--- src/rtl/rob_pkg.sv ---
// Shared types and tag/slot helpers for the reorder buffer.
// A tag is the slot index plus one, so tag 0 can mean "no producer".
package rob_pkg;

  localparam int ROB_SIZE_bits = 4;
  localparam int ROB_SIZE      = 1 << ROB_SIZE_bits;
  localparam int ROBEN_W       = ROB_SIZE_bits + 1;

  typedef struct packed {
    logic        busy;
    logic        ready;
    logic        wen;
    logic [4:0]  dr;
    logic [31:0] data;
    logic        mispredict;
  } rob_entry_t;

  function automatic logic [ROB_SIZE_bits-1:0] tag_to_slot(input logic [ROBEN_W-1:0] tag);
    logic [ROBEN_W-1:0] t;
    t = tag - ROBEN_W'(1);
    return t[ROB_SIZE_bits-1:0];
  endfunction

  function automatic logic [ROBEN_W-1:0] slot_to_tag(input logic [ROB_SIZE_bits-1:0] slot);
    return {1'b0, slot} + ROBEN_W'(1);
  endfunction

  function automatic logic tag_valid(input logic [ROBEN_W-1:0] tag);
    return (tag != '0) && (tag <= ROBEN_W'(ROB_SIZE));
  endfunction

endpackage

--- src/rtl/rob_entry_store.sv ---
// Entry array of the reorder buffer: allocate, CDB writeback, free, clear,
// plus two combinational operand lookups with same-cycle CDB bypass.
module rob_entry_store
  import rob_pkg::*;
(
  input  logic                     i_clk,
  input  logic                     i_rst_n,
  input  logic                     i_clear,
  input  logic                     i_alloc_en,
  input  logic [ROB_SIZE_bits-1:0] i_alloc_slot,
  input  logic                     i_alloc_wen,
  input  logic [4:0]               i_alloc_dr,
  input  logic                     i_wb_en,
  input  logic [ROBEN_W-1:0]       i_wb_tag,
  input  logic [31:0]              i_wb_data,
  input  logic                     i_wb_mispredict,
  input  logic                     i_free_en,
  input  logic [ROB_SIZE_bits-1:0] i_head_slot,
  input  logic [ROBEN_W-1:0]       i_rd1_tag,
  input  logic [ROBEN_W-1:0]       i_rd2_tag,
  output logic                     o_rd1_ready,
  output logic [31:0]              o_rd1_data,
  output logic                     o_rd2_ready,
  output logic [31:0]              o_rd2_data,
  output logic                     o_head_busy,
  output logic                     o_head_ready,
  output logic                     o_head_wen,
  output logic [4:0]               o_head_dr,
  output logic [31:0]              o_head_data,
  output logic                     o_head_mispredict
);

  rob_entry_t               r_ent [ROB_SIZE];
  logic                     w_wb_hit;
  logic [ROB_SIZE_bits-1:0] w_wb_slot;
  logic [ROBEN_W-1:0]       w_rd_tag   [2];
  logic                     w_rd_ready [2];
  logic [31:0]              w_rd_data  [2];

  assign w_wb_slot = tag_to_slot(i_wb_tag);
  assign w_wb_hit  = i_wb_en && tag_valid(i_wb_tag) && r_ent[w_wb_slot].busy;

  // Free beats writeback on the same slot; alloc never collides with either
  // because an allocated slot is not busy and head==tail only when empty/full.
  always_ff @(posedge i_clk or negedge i_rst_n) begin
    if (!i_rst_n) begin
      for (int i = 0; i < ROB_SIZE; i++) r_ent[i] <= '0;
    end else if (i_clear) begin
      for (int i = 0; i < ROB_SIZE; i++) r_ent[i] <= '0;
    end else begin
      for (int i = 0; i < ROB_SIZE; i++) begin
        if (i_alloc_en && (i_alloc_slot == ROB_SIZE_bits'(i))) begin
          r_ent[i].busy       <= 1'b1;
          r_ent[i].ready      <= 1'b0;
          r_ent[i].mispredict <= 1'b0;
          r_ent[i].wen        <= i_alloc_wen;
          r_ent[i].dr         <= i_alloc_dr;
        end else if (i_free_en && (i_head_slot == ROB_SIZE_bits'(i))) begin
          r_ent[i].busy  <= 1'b0;
          r_ent[i].ready <= 1'b0;
        end else if (w_wb_hit && (w_wb_slot == ROB_SIZE_bits'(i))) begin
          r_ent[i].ready      <= 1'b1;
          r_ent[i].data       <= i_wb_data;
          r_ent[i].mispredict <= i_wb_mispredict;
        end
      end
    end
  end

  assign w_rd_tag[0] = i_rd1_tag;
  assign w_rd_tag[1] = i_rd2_tag;

  always_comb begin
    for (int p = 0; p < 2; p++) begin
      w_rd_ready[p] = 1'b0;
      w_rd_data[p]  = '0;
      if (tag_valid(w_rd_tag[p])) begin
        if (i_wb_en && (i_wb_tag == w_rd_tag[p])) begin
          w_rd_ready[p] = 1'b1;
          w_rd_data[p]  = i_wb_data;
        end else begin
          w_rd_ready[p] = r_ent[tag_to_slot(w_rd_tag[p])].busy && r_ent[tag_to_slot(w_rd_tag[p])].ready;
          w_rd_data[p]  = r_ent[tag_to_slot(w_rd_tag[p])].data;
        end
      end
    end
  end

  assign o_rd1_ready       = w_rd_ready[0];
  assign o_rd1_data        = w_rd_data[0];
  assign o_rd2_ready       = w_rd_ready[1];
  assign o_rd2_data        = w_rd_data[1];
  assign o_head_busy       = r_ent[i_head_slot].busy;
  assign o_head_ready      = r_ent[i_head_slot].ready;
  assign o_head_wen        = r_ent[i_head_slot].wen;
  assign o_head_dr         = r_ent[i_head_slot].dr;
  assign o_head_data       = r_ent[i_head_slot].data;
  assign o_head_mispredict = r_ent[i_head_slot].mispredict;

endmodule

--- src/rtl/reorder_buffer.sv ---
// In-order retirement buffer: allocates tags, captures CDB results and
// retires one entry per cycle to WP1, flushing when a mispredict retires.
module reorder_buffer
  import rob_pkg::*;
(
  input  logic                 clk,
  input  logic                 rst,
  input  logic                 alloc_valid,
  input  logic                 alloc_Wen,
  input  logic [4:0]           alloc_DRindex,
  output logic                 alloc_ready,
  output logic [ROBEN_W-1:0]   alloc_ROBEN,
  input  logic                 cdb_valid,
  input  logic [ROBEN_W-1:0]   cdb_ROBEN,
  input  logic [31:0]          cdb_data,
  input  logic                 cdb_mispredict,
  input  logic [ROBEN_W-1:0]   rd1_ROBEN,
  input  logic [ROBEN_W-1:0]   rd2_ROBEN,
  output logic                 rd1_ready,
  output logic                 rd2_ready,
  output logic [31:0]          rd1_data,
  output logic [31:0]          rd2_data,
  output logic                 WP1_Wen,
  output logic [ROBEN_W-1:0]   WP1_ROBEN,
  output logic [4:0]           WP1_DRindex,
  output logic [31:0]          WP1_Data,
  output logic                 ROB_FLUSH_Flag
);

  logic [ROB_SIZE_bits-1:0] r_head;
  logic [ROB_SIZE_bits-1:0] r_tail;
  logic [ROB_SIZE_bits:0]   r_count;
  logic                     w_alloc;
  logic                     w_commit;
  logic                     w_flush;
  logic                     w_wb_en;
  logic                     w_head_busy;
  logic                     w_head_ready;
  logic                     w_head_wen;
  logic [4:0]               w_head_dr;
  logic [31:0]              w_head_data;
  logic                     w_head_mispredict;

  // Handshake: an entry is taken on any cycle with alloc_valid && alloc_ready;
  // alloc_ROBEN is only meaningful while alloc_ready is high.
  assign alloc_ready = (r_count != ROBEN_W'(ROB_SIZE)) && !ROB_FLUSH_Flag;
  assign alloc_ROBEN = slot_to_tag(r_tail);
  assign w_alloc     = alloc_valid && alloc_ready;
  assign w_wb_en     = cdb_valid && !ROB_FLUSH_Flag;
  assign w_commit    = w_head_busy && w_head_ready;
  assign w_flush     = w_commit && w_head_mispredict;

  rob_entry_store u_store (
    .i_clk            (clk),
    .i_rst_n          (rst),
    .i_clear          (w_flush),
    .i_alloc_en       (w_alloc),
    .i_alloc_slot     (r_tail),
    .i_alloc_wen      (alloc_Wen),
    .i_alloc_dr       (alloc_DRindex),
    .i_wb_en          (w_wb_en),
    .i_wb_tag         (cdb_ROBEN),
    .i_wb_data        (cdb_data),
    .i_wb_mispredict  (cdb_mispredict),
    .i_free_en        (w_commit),
    .i_head_slot      (r_head),
    .i_rd1_tag        (rd1_ROBEN),
    .i_rd2_tag        (rd2_ROBEN),
    .o_rd1_ready      (rd1_ready),
    .o_rd1_data       (rd1_data),
    .o_rd2_ready      (rd2_ready),
    .o_rd2_data       (rd2_data),
    .o_head_busy      (w_head_busy),
    .o_head_ready     (w_head_ready),
    .o_head_wen       (w_head_wen),
    .o_head_dr        (w_head_dr),
    .o_head_data      (w_head_data),
    .o_head_mispredict(w_head_mispredict)
  );

  always_ff @(posedge clk or negedge rst) begin
    if (!rst) begin
      r_head  <= '0;
      r_tail  <= '0;
      r_count <= '0;
    end else if (w_flush) begin
      r_head  <= '0;
      r_tail  <= '0;
      r_count <= '0;
    end else begin
      if (w_commit) r_head <= r_head + 1'b1;
      if (w_alloc)  r_tail <= r_tail + 1'b1;
      r_count <= r_count + {{ROB_SIZE_bits{1'b0}}, w_alloc} - {{ROB_SIZE_bits{1'b0}}, w_commit};
    end
  end

  always_ff @(posedge clk or negedge rst) begin
    if (!rst) begin
      WP1_Wen        <= 1'b0;
      WP1_ROBEN      <= '0;
      WP1_DRindex    <= '0;
      WP1_Data       <= '0;
      ROB_FLUSH_Flag <= 1'b0;
    end else begin
      WP1_Wen        <= w_commit && w_head_wen;
      WP1_ROBEN      <= w_commit ? slot_to_tag(r_head) : '0;
      ROB_FLUSH_Flag <= w_flush;
      if (w_commit) begin
        WP1_DRindex <= w_head_dr;
        WP1_Data    <= w_head_data;
      end
    end
  end

endmodule

--- config.mk ---
export PLATFORM = sky130hd
export DESIGN_NAME = reorder_buffer
export DESIGN_NICKNAME = d
export VERILOG_FILES = /design/src/rtl/rob_pkg.sv /design/src/rtl/rob_entry_store.sv /design/src/rtl/reorder_buffer.sv
export SDC_FILE = /design/constraint.sdc
export NUM_CORES = 2
export LEC_CHECK = 0
export BUFFER_PORTS_ARGS = -buffer_cell sky130_fd_sc_hd__buf_2
export CAP_MARGIN = 30
export CORE_ASPECT_RATIO = 1.2
export CORE_MARGIN = 1
export CORE_UTILIZATION = 29
export DETAILED_ROUTE_END_ITERATION = 16
export PLACE_DENSITY_LB_ADDON = 0.1
export SYNTH_ARGS = -nofsm -noshare
export SYNTH_HDL_FRONTEND = slang
export SYNTH_HIERARCHICAL = 1
export SYNTH_SLANG_ARGS = --single-unit
--- constraint.sdc ---
create_clock -name clk -period 6.7 [get_ports clk]
set_clock_uncertainty 0.05 [all_clocks]
set_input_delay 1.005 -clock clk [delete_from_list [all_inputs] [get_ports clk]]
set_output_delay 1.005 -clock clk [all_outputs]
set_load 0.05 [all_outputs]
# [Word-level counts from Yosys, hierarchy flattened]
# Cells that the tools add are included.
# W data, S select, Z words.
[classes] reduce_logical=184 n_eq_ne=96 n_mux=171 n_lt_le_gt_ge=7 n_bitwise=4 addsub=9
[ops] op="$mux W33" count=32
[ops] op="$bmux W41 S4" count=4
[ops] op="$mux W656" count=1
[ops] op="$mux W32" count=20
[ops] op="$mux W41" count=8
[ops] op="$eq A4 B4 Y1 const B" count=24
[ops] op="$mux W6" count=16
[ops] op="$reduce_bool A3 Y1" count=32
[ops] op="$mux W1" count=68
[ops] op="$reduce_bool A2 Y1" count=34
[ops] op="$ne A2 B2 Y1 const B" count=32
[ops] op="$reduce_bool A4 Y1" count=16
[ops] op="$logic_and A1 B1 Y1" count=63
[ops] op="$eq A4 B3 Y1 const B" count=12
[ops] op="$ne A3 B2 Y1 const B" count=16
[ops] op="$reduce_and A3 Y1" count=16
[ops] op="$mux W2" count=16
[ops] op="$reduce_and A2 Y1" count=16
[ops] op="$eq A4 B2 Y1 const B" count=6
[ops] op="$ge A5 B5 Y1 const B" count=4
[ops] op="$not A4 Y5" count=4
[ops] op="$mux W4" count=4
[ops] op="$le A5 B5 Y1 const B" count=3
[ops] op="$reduce_bool A5 Y1" count=3
[ops] op="other kinds (11)" count=21
[word_totals] regBits=713 out_inout_bits=116 word_cells=575 inputBits=58

# [Longest topological paths before layout]
[logic_depth] word_depth=11 mapped_depth=18 ltp_nobuf=14

# [Cells and area by module]
# The synthesis kept the hierarchy.
[modules_own_cells] module="rob_entry_store" cells_per_inst=3488 seq_area_each_um2=16415.7 area_per_inst_um2=42587.1 instances=1
[modules_own_cells] module="reorder_buffer" cells_per_inst=178 seq_area_each_um2=1426.4 area_per_inst_um2=2413.6 instances=1

# [Worst setup path before layout]
# No wires, ideal clock.
[synth_path] path_type="input to output" from="input rd1_ROBEN[0]" to="output rd1_ready" required_ps=5645 setup_slack_ps=1588 cell_stages=12 t_arrival_ps=4057 path_cell_list="buf_2 buf_2 clkbuf_1 inv_1 ha_1 clkbuf_1 clkbuf_1 a21oi_1 a21oi_1 mux4_2 nand2_1 a31oi_1"
[synth_between] elab_chain_cells=8 word_cells_on_any_way=13 cone_classes="1 x add/sub; 1 x order compare; 1 x eq/ne; 5 x mux; 1 x bitwise; 4 x reduce/logical"
[synth_rtl] item="start: declaration" line_no="reorder_buffer.sv:17" source="input logic [ROBEN_W-1:0] rd1_ROBEN,"
[synth_rtl] item="$sub A4 B1 Y4" line_no="rob_pkg.sv:20" source="t = tag - ROBEN_W'(1);"
[synth_rtl] item="$not A4 Y5 (not written as such)" line_no="rob_entry_store.sv:82" source="w_rd_ready[p] = r_ent[tag_to_slot(w_rd_tag[p])].busy && r_ent[tag_to_slot(w_rd_tag[p])].ready;"
[synth_rtl] item="$bmux W41 S4" line_no="rob_entry_store.sv:82"
[synth_rtl] item="$mux W41 (not written as such) (2 in a row)" line_no="rob_entry_store.sv:82"
[synth_rtl] item="$logic_and A1 B1 Y1" line_no="rob_entry_store.sv:82"
[synth_rtl] item="$mux W1" line_no="rob_entry_store.sv:78" source="if (i_wb_en && (i_wb_tag == w_rd_tag[p])) begin"
[synth_rtl] item="$mux W1 *" line_no="rob_entry_store.sv:77" source="if (tag_valid(w_rd_tag[p])) begin"
[synth_rtl] item="end: declaration" line_no="reorder_buffer.sv:19" source="output logic rd1_ready,"
# Mark *: on every way between the ends. The rest lies on a longest branch, timed or not. The select of a mux whose other input is x is not followed.

# [Worst setup path in the final report]
[layout_path] from="input rd1_ROBEN[0]" to="output rd1_data[10]"
[layout_between] elab_chain_cells=7 word_cells_on_any_way=12 cone_classes="1 x add/sub; 1 x order compare; 1 x eq/ne; 5 x mux; 1 x bitwise; 3 x reduce/logical"
[layout_rtl] item="$sub A4 B1 Y4" line_no="rob_pkg.sv:20"
[layout_rtl] item="$not A4 Y5 (not written as such)" line_no="rob_entry_store.sv:83" source="w_rd_data[p] = r_ent[tag_to_slot(w_rd_tag[p])].data;"
[layout_rtl] item="$bmux W41 S4" line_no="rob_entry_store.sv:83"
[layout_rtl] item="$mux W41 (2 in a row)"
[layout_rtl] item="$mux W32" line_no="rob_entry_store.sv:78"
[layout_rtl] item="$mux W32 *" line_no="rob_entry_store.sv:77"
[layout_rtl] item="end: declaration" line_no="reorder_buffer.sv:21" source="output logic [31:0] rd1_data,"
# Marks and branches as above.

==> results.json <==
{
  "status": "finished, final reports clean",
  "drive_gt1_share_pct": 25.9,
  "synth_fp_nets": 3742,
  "post_cts_resized": 0,
  "initial_core_util_pct": 29.2,
  "timing.critical_path.buf_inv": 4,
  "worstSetupStartpointType": "input pin",
  "synth.most_common_cell": "dfrtp_1",
  "grt_pass1_wl_um": 248000,
  "endpoint_kind": "output port",
  "ys_top_cells_by_area": "dfrtp_1 (40%), mux4_2 (23%), mux2i_1 (15%)",
  "clock_latency_ps": 730,
  "final_cell_count_no_fill": 5754,
  "dr.pass1.iters": 6,
  "setup_viol": 0,
  "max_slew_margin_pct": 31.6,
  "finalCritPeriodShare_pct": 77.9,
  "cp_top_family": "buffers and inverters",
  "power_density_nw_per_um2": 414,
  "grt_setup_unrepaired": "no",
  "slew_viol_final": 0,
  "path_class": "in2out",
  "final_core_util_pct": 33.3,
  "gp_congestion": 0.770,
  "grt_pass1_vias": 33350,
  "synth_top_area_share_pct": 39.6,
  "wl_um": 170000,
  "drc": 0,
  "tightest_slew_ps": 1030,
  "antenna_found_initial": 13,
  "min_period_ps": 5220,
  "postSynthAreaPerCell_um2": 12.3,
  "synth-edff-count": 0,
  "clockBufferDepth": 3,
  "fillCellCount": 15367,
  "cpMaxStageDelayCell": "ha_4",
  "final_nets": 3759,
  "drv_cap": 0,
  "dpl_cell_area_um2": 48200,
  "worstReg2RegStart": "r_head[1]$_DFFE_PN0P_",
  "yosysWarnings": 6,
  "peakVddDrop_mv": 0.205,
  "routedWlPerCell_um": 29.5,
  "rows": 158,
  "post_cts_buffers": 0,
  "grt_max_degree": 152,
  "area_delta_synth_final_pct": 14.0,
  "die_w_um": 362,
  "grt-ovfl-total": 0,
  "dp_hpwl_um": 102000,
  "synth_area_um2": 45000,
  "max_stage_delay_ps": 870,
  "die_area_um2": 157000,
  "ys_types": 58,
  "synth_common_cells": "dfrtp_1 (713), mux2i_1 (654), mux4_2 (469), nand2b_1 (421), nand2_1 (399)",
  "ys_ff_latch": 713,
  "cts_tree": "done",
  "core-area_um2": 154000,
  "drtIter0Drc": 2342,
  "p_leak_nw": 24.1,
  "worst-path-max-fanout": 47,
  "avgViaCountPerCell": 5.53,
  "min_path_type": "in2async",
  "fmax_mhz": 191,
  "synth_top_area_cell": "dfrtp_1",
  "crit_path_cell_trace": "buf_8 -> inv_1 -> ha_4 -> buf_12 -> mux4_2 -> mux2i_1 -> nand2_1 -> a32o_1 -> buf_2",
  "netlist_instances": 3666,
  "die_h_um": 434,
  "tns_ps": 0,
  "numCtsBuffers": 90,
  "vias": 31795,
  "arrival_ps": 4170,
  "finalHoldViolations": 0,
  "synth_flop_cell": "dfrtp_1",
  "async_reset_ff_share_pct": 100,
  "final_cell_area_um2": 51300,
  "dp.cells": 5589,
  "numClockSinks": 713,
  "cts-root-buf": "clkbuf_16",
  "ant_nets": 0,
  "ios": 174,
  "htree_levels": 3,
  "yosysSeqAreaShare_pct": 39.6,
  "portBuffers": 173,
  "cp.required_ps": 5640,
  "grtUsageTotal_pct": 21.6,
  "clkTransAtPathRegs_ps": 60,
  "cts_hold_buf": 0,
  "setup.worst_path.start": "rd1_ROBEN[0]"
}
-- cells in the final DEF, fill, tap and decap left out, types with 91 or more instances in the layout --
| cell type | instances |
|---|---|
| nor2_1 | 184 |
| buf_2 | 170 |
| a21oi_1 | 131 |
| clkbuf_16 | 91 |
| mux2i_1 | 654 |
| dfrtp_1 | 709 |
| nand2_1 | 399 |
| nand2b_1 | 421 |
| mux4_2 | 469 |
-- layout make-up --
type / instances / area, µm² / area share, %
repair buffers: 276 / 2200 / 4.29
clock buffers: 128 / 2630 / 5.12
flip-flops and latches: 713 / 17900 / 34.8
clock inverters: 32 / 373 / 0.727
well taps: 2000 / 2500 / 4.88
diodes: 3 / 7.51 / 0.0146
inverters: 22 / 83.8 / 0.163
multi-input cells: 2580 / 25600 / 50.0
-- state kept, by name (all words and copies together), names as in the netlist --
| signal | flops |
|---|---|
| u_store/r_ent | 656 |
| WP1_ROBEN | 5 |
| WP1_Wen | 1 |
| r_head | 4 |
| ROB_FLUSH_Flag | 1 |
| r_count | 5 |
| WP1_DRindex | 5 |
| r_tail | 4 |
| WP1_Data | 32 |
-- per-layer routing --
layer / wire (µm) / GRT usage (%)
met4: 5040 / 6.98
met3: 7770 / 3.13
met5: 45 / 0
met1: 74400 / 29.1
met2: 82200 / 35.7
-- worst reg2reg max path: stages (launching register included) --
cell	delay, ps
dfrtp_4	1010
mux4_2	480
mux4_2	570
nand2_1	350
clkinv_2	230
and3b_1	360
a221oi_1	550
o2111ai_4	600
buf_4	500
mux2i_1	220
nor2_1	60
-- report_power, final --
part,total [W],switching [W],internal (W)
logic,0.00844,0.00428,0.00416
clock network,0.00507,0.00214,0.00293
registers,0.00773,0.00172,0.00601
total,0.0212,0.00815,0.0131
-- worst paths after layout --
| path | end | slack (ps) | cells after the start |
|---|---|---|---|
| max | rd1_data[10] | 1480 | 9 |
| min | WP1_Data[28]$_DFFE_PN0P_ | 240 | 1 |
| max reg2reg | u_store/r_ent[135]$_DFFE_PN0P_ | 1580 | 10 |
| min reg2reg | WP1_Data[8]$_DFFE_PN0P_ | 450 | 1 |
| max in group asynchronous | r_tail[2]$_DFFE_PN0P_ | 4950 | 2 |
| min in group clk | WP1_Data[8]$_DFFE_PN0P_ | 450 | 1 |
-- metrics by stage --
stage	hold WS, ps	worst slack [ps]	total power, W
final	238	1480	0.0212
after detailed placement	442	1450	0.0163
after floorplan	440	1590	0.0136
after CTS	221	1460	0.0215
after global placement	437	1490	0.0161
after global routing	275	1280	0.0225
-- logic make-up (layout without fill, tap and decap cells) --
kind of cell,Yosys count,after routing,share of synthesized area (%)
flops,713,713,39.6
buf+inv,373,458,3.86
compound gates,252,252,3.86
mux,1162,1162,39.0
simple gates,1121,1121,12.6
other cells,0,3,0
xor+xnor,27,27,0.526
fa+ha+maj,18,18,0.517
Note: power is estimated with default switching activity, not from simulation.
